===== src/rtl/column_scheduler.sv =====
// column_scheduler: frame/column sequencer sitting between an input column
// buffer and the convolution output path. Counts accepted rows/columns,
// requests a zero-padding flush at end of frame, waits for the output side
// to emit every column, drains the pipeline, then pulses batch-complete.
// Optional build macro: COLUMN_SCHED_STATS_EN adds the stall_cycles counter.
module column_scheduler #(
  parameter int BLOCK_SIZE   = 3,
  parameter int INPUT_HEIGHT = 480,
  parameter int IMAGE_WIDTH  = 640,
  parameter int PIPE_LATENCY = 4
) (
  input  logic                               aclk,
  input  logic                               areset,
  input  logic                               in_tvalid,
  input  logic                               in_tready,
  input  logic                               in_tlast,
  input  logic                               out_tvalid,
  input  logic                               out_tready,
  output logic                               in_enable,
  output logic                               flush_req,
  output logic                               output_buffer_is_done,
  output logic [$clog2(IMAGE_WIDTH+1)-1:0]   col_index,
  output logic [1:0]                         state,
  output logic                               frame_done,
  output logic                               tlast_error
`ifdef COLUMN_SCHED_STATS_EN
  ,
  output logic [31:0]                        stall_cycles
`endif
);

  localparam int unsigned CW = $clog2(IMAGE_WIDTH + 1);
  localparam int unsigned RW = (INPUT_HEIGHT > 1) ? $clog2(INPUT_HEIGHT) : 1;
  localparam int unsigned DW = (PIPE_LATENCY > 1) ? $clog2(PIPE_LATENCY) : 1;

  localparam logic [RW-1:0] ROW_LAST   = RW'(INPUT_HEIGHT - 1);
  localparam logic [CW-1:0] COL_MAX    = CW'(IMAGE_WIDTH);
  localparam logic [DW-1:0] DRAIN_LAST = DW'((PIPE_LATENCY > 0) ? PIPE_LATENCY - 1 : 0);

  // A window wider than the frame can never produce an output column.
  if (BLOCK_SIZE < 1 || BLOCK_SIZE > IMAGE_WIDTH) begin : g_bad_block
    $error("column_scheduler: BLOCK_SIZE must be in 1..IMAGE_WIDTH");
  end

  typedef enum logic [1:0] {
    IDLE   = 2'd0,
    STREAM = 2'd1,
    FLUSH  = 2'd2,
    DRAIN  = 2'd3
  } state_t;

  state_t        cur, state_n;
  logic [RW-1:0] row, row_n;
  logic [RW-1:0] out_row, out_row_n;
  logic [CW-1:0] out_col, out_col_n;
  logic [CW-1:0] col_n, col_inc;
  logic [DW-1:0] drain_cnt, drain_n;
  logic          err_n, done_n;
  logic          accept, emit;

  assign accept  = in_tvalid && in_tready;
  assign emit    = out_tvalid && out_tready;
  assign col_inc = col_index + CW'(1);
  assign state   = cur;

  // Next-state and next-counter decode.
  always_comb begin
    state_n   = cur;
    row_n     = row;
    col_n     = col_index;
    err_n     = tlast_error;
    out_row_n = out_row;
    out_col_n = out_col;
    drain_n   = drain_cnt;
    done_n    = 1'b0;

    if (emit) begin
      if (out_row == ROW_LAST) begin
        out_row_n = '0;
        out_col_n = out_col + CW'(1);
      end else begin
        out_row_n = out_row + RW'(1);
      end
    end

    case (cur)
      IDLE, STREAM: begin
        if (accept) begin
          // tlast closes the column even when it is short, so a partial
          // column still counts towards col_index.
          if (row == ROW_LAST || in_tlast) begin
            row_n = '0;
            col_n = col_inc;
          end else begin
            row_n = row + RW'(1);
          end
          if (in_tlast) begin
            state_n = FLUSH;
            if (row != ROW_LAST) err_n = 1'b1;
          end else if (row == ROW_LAST && col_inc == COL_MAX) begin
            state_n = FLUSH;
            err_n   = 1'b1;
          end else begin
            state_n = STREAM;
          end
        end
      end
      FLUSH: begin
        if (out_col == col_index) begin
          state_n = DRAIN;
          drain_n = '0;
        end
      end
      DRAIN: begin
        if (drain_cnt == DRAIN_LAST) begin
          state_n   = IDLE;
          done_n    = 1'b1;
          row_n     = '0;
          col_n     = '0;
          out_row_n = '0;
          out_col_n = '0;
          drain_n   = '0;
        end else begin
          drain_n = drain_cnt + DW'(1);
        end
      end
      default: state_n = IDLE;
    endcase
  end

  // State, counters and registered outputs.
  always_ff @(posedge aclk) begin
    if (areset) begin
      cur                   <= IDLE;
      row                   <= '0;
      out_row               <= '0;
      out_col               <= '0;
      drain_cnt             <= '0;
      col_index             <= '0;
      tlast_error           <= 1'b0;
      in_enable             <= 1'b1;
      flush_req             <= 1'b0;
      output_buffer_is_done <= 1'b0;
      frame_done            <= 1'b0;
    end else begin
      cur                   <= state_n;
      row                   <= row_n;
      out_row               <= out_row_n;
      out_col               <= out_col_n;
      drain_cnt             <= drain_n;
      col_index             <= col_n;
      tlast_error           <= err_n;
      in_enable             <= (state_n == IDLE) || (state_n == STREAM);
      flush_req             <= (state_n == FLUSH);
      output_buffer_is_done <= done_n;
      frame_done            <= done_n;
    end
  end

`ifdef COLUMN_SCHED_STATS_EN
  // Upstream-stall counter for STREAM, saturating, restarted per frame.
  always_ff @(posedge aclk) begin
    if (areset) begin
      stall_cycles <= '0;
    end else if (state_n == IDLE && cur != IDLE) begin
      stall_cycles <= '0;
    end else if (cur == STREAM && in_tvalid && !in_tready && stall_cycles != '1) begin
      stall_cycles <= stall_cycles + 32'd1;
    end
  end
`endif

endmodule


===== config.mk =====
export PLATFORM = sky130hd
export DESIGN_NAME = column_scheduler
export DESIGN_NICKNAME = d
export VERILOG_FILES = /design/src/rtl/column_scheduler.sv
export SDC_FILE = /design/constraint.sdc
export NUM_CORES = 1
export LEC_CHECK = 0
export ABC_AREA = 1
export BUFFER_PORTS_ARGS = -buffer_cell sky130_fd_sc_hd__buf_2
export CORE_ASPECT_RATIO = 1.25
export CORE_MARGIN = 4
export CORE_UTILIZATION = 53
export DETAILED_ROUTE_END_ITERATION = 8
export GPL_ROUTABILITY_DRIVEN = 0
export PLACE_DENSITY = 0.71
export SYNTH_ARGS = -nofsm -noshare
export SYNTH_HDL_FRONTEND = slang
export SYNTH_SLANG_ARGS = --single-unit
export TNS_END_PERCENT = 20

===== constraint.sdc =====
create_clock -name aclk -period 1.9 [get_ports aclk]
set_clock_uncertainty 0.2 [all_clocks]
set_input_delay 0.285 -clock aclk [delete_from_list [all_inputs] [get_ports aclk]]
set_output_delay 0.285 -clock aclk [all_outputs]
set_load 0.01 [all_outputs]

==> flow_summary.yaml <==
logic_synthesis:
  synth_cells: 364
  yosys_warnings: 0
  syn_nets: 377
  netlist_area_um2: 2500
  syn_avg_cell_area_um2: 6.86
  ys_seq_elements: 46
  yosysSeqAreaShare_pct: 36.9
  synth_cell_types: 32
timing:
  final_max_slew_viol_count: 0
  period_share_pct: 93.6
  hold_viol_final: 0
  relSlewSlack_pct: 79.9
  worst_slew_pin_slew_ns: 0.299
  tns_ns: 0
  setup_viol: 0
  rsz0062_at_grt: "true"
  min_period_ns: 1.78
  clock.fmax_mhz: 562
  fin_hold_ws_ns: 0.104
floorplan:
  io_pins: 24
  start_util_pct: 55.6
  design.die.area_um2: 5880
  core.rowCount: 27
  core_area_um2: 4490
  die_h_um: 84.7
  dieWidth_um: 69.4
worst_setup_path:
  arrival_ns: 1.82
  path_class: "reg2reg"
  critPathCaptureType: "flop"
  worstPathMaxFanout: 3
  critPathRequiredTime_ns: 1.94
  r2r_slack_ns: 0.12
  crit_start: "col_index[1]"
  r2r_start: "col_index[1]"
  timing.rr.end: "flush_req"
  cp-start-kind: "flop"
  r2r_cells: 13
global_route:
  grt_overflow: 0
  grt_pass1_vias: 2331
  grt_pass1_wl_um: 9940
  antenna_found_initial: 0
  grt_max_degree: 16
  grt.total_usage_pct: 20.3
placed_design:
  hpwl_um: 4280
  port_buffers: 23
  post-place-cells: 456
detailed_routing:
  drc: 0
  wirelength_um: 5630
  wire_per_inst_um: 12.1
  routed_via_density: 5.08
  drt_iter0_drc: 193
  num_vias: 2367
  firstDrtPassIters: 4
  ant_nets: 0
finish:
  drive_gt1_share_pct: 25.0
  syn2layout_area_growth_pct: 21.2
  nNetsFinal: 420
  n_fill_cell: 393
  register_area_um2: 933
  n_antenna_cell: 0
  fin_cells: 466
  multiInputGateArea_um2: 1480
power:
  vdd_ir_drop_max_uv: 478
  p_leak_uw: 0.00130
  power.density_nw_per_um2: 628
hold_path:
  hold-path-cell-count: 4
  holdCritPathClass: "in2reg"
  hold_end: "drain_cnt[0]"
  min-delay-start: "areset"
clocking:
  clk_pin_slew_ns: 0.09
  cts-root-buf: "clkbuf_8"
  cts_buffers: 5
  clock_latency_ns: 0.30
  cts_sinks: 46
  htree_levels: 2
  cts_tree: "done"
  clockBufferDepth: 2
run:
  cap_violations: 0
outcome:
  status: "finished, final reports clean"
==> stage by stage <==
stage,setup slack (ns),utilization [%],instance area (µm²),total power [µW]
after floorplan,0.0931,-,2500,1120
after global placement,0.0495,61.7,2770,1180
after detailed placement,-0.00217,61.7,2770,1180
after CTS,0.00361,64.2,2890,1900
after global routing,-0.0436,67.4,3030,1980
final,0.122,67.4,3030,1900
==> sequential cells by signal, summed over array words and instances (netlist names) <==
signal,flops
out_col,10
col_index,10
state,2
flush_req,1
tlast_error,1
frame_done,1
row,9
drain_cnt,2
out_row,9
in_enable,1
==> critical path, cell delays in order, from the launching register on <==
cell     delay (ns)
dfxtp_2        0.36
ha_4           0.16
nand2_4        0.07
o21ai_2        0.13
nand2_1        0.09
nor2_1         0.12
nand2_1        0.08
inv_2          0.06
nand3_2        0.09
nand2_2        0.09
nand2_2        0.06
nand2_2        0.06
nand2_1        0.06
nor2_2         0.10
==> cell families after synthesis <==
logic type / after synthesis / synth area share (%)
XOR/XNOR: 10 / 3.51
AO/OA/AOI/OAI: 51 / 11.4
buffers and inverters: 53 / 8.42
adder cells (fa/ha/maj): 6 / 3.01
flip-flops: 46 / 36.9
AND/OR/NAND/NOR: 198 / 36.8
==> worst max-delay path by stage <==
stage | end | slack [ns] | depth (start not counted)
2_1_floorplan | flush_req | 0.09 | 13
3_3_place_gp | flush_req | 0.05 | 13
3_5_place_dp | row[8] | -0.002 | 11
4_1_cts | flush_req | 0.004 | 13
5_1_grt | out_col[9] | -0.04 | 10
6_report | flush_req | 0.12 | 13
==> layout by cell type, fill, tap and decap left out, types with 5 or more instances in the layout <==
cell      synthesis  layout
a21oi_1          25      25
inv_2             6       6
nor2_1           43      42
nand2_1          87      84
buf_2             0      23
nand2_2          11      13
inv_1            43      43
o21ai_0          15      15
dfxtp_2           0       7
xor2_1            9       9
dfxtp_1          46      38
buf_4             1      17
nand3_1          16      14
nor3_1           16      14
clkbuf_8          0       5
==> layer usage <==
| metal | GRT usage, % | vias to the layer above | wire length [µm] |
|---|---|---|---|
| met5 | 0 | - | 0 |
| met4 | 6.75 | 0 | 85 |
| met3 | 3.59 | 6 | 159 |
| met2 | 37.2 | 34 | 2890 |
| met1 | 23.8 | 1068 | 2500 |
| li1 | - | 1259 | - |
==> timing repair <==
action,4_1_cts,5_1_grt
resized for setup,2,30
endpoints found under the setup margin,2,25
pin swaps,0,7
hold buffers,0,0
buffers inserted,0,2
gates cloned,0,0
==> Yosys cell counts (all sizes together) <==
cell	number	area [µm²]
nor3	19	110
nand3	20	120
dfxtp	46	921
nor4	1	21.3
nor2	49	199
or2	2	12.5
a22oi	1	7.51
ha	6	75.1
inv	49	184
buf	2	18.8
and3	2	12.5
nand2	98	395
o21ai	16	80.1
xnor2	1	8.76
clkbuf	2	7.51
a21oi	26	134
a31oi	2	12.5
o21a	1	7.51
nand4	3	18.8
nor3b	4	30.0
a211oi	5	42.5
xor2	9	78.8
==> cell type report <==
class / instances / share of cell area, %
clock buffer: 6 / 2.40
timing repair buffer: 40 / 8.02
multi-input combinational: 265 / 49.0
sequential: 46 / 30.8
clock inverter: 2 / 1.24
tap: 58 / 2.40
inverter: 49 / 6.08
==> power breakdown <==
| group | leakage (µW) | switching, µW | internal [µW] |
|---|---|---|---|
| combinational | 0.000873 | 102 | 64.8 |
| clock | 0.0000514 | 336 | 393 |
| sequential | 0.000376 | 21.3 | 983 |
| total | 0.00130 | 459 | 1440 |
Power figures use the tool's default switching activity.
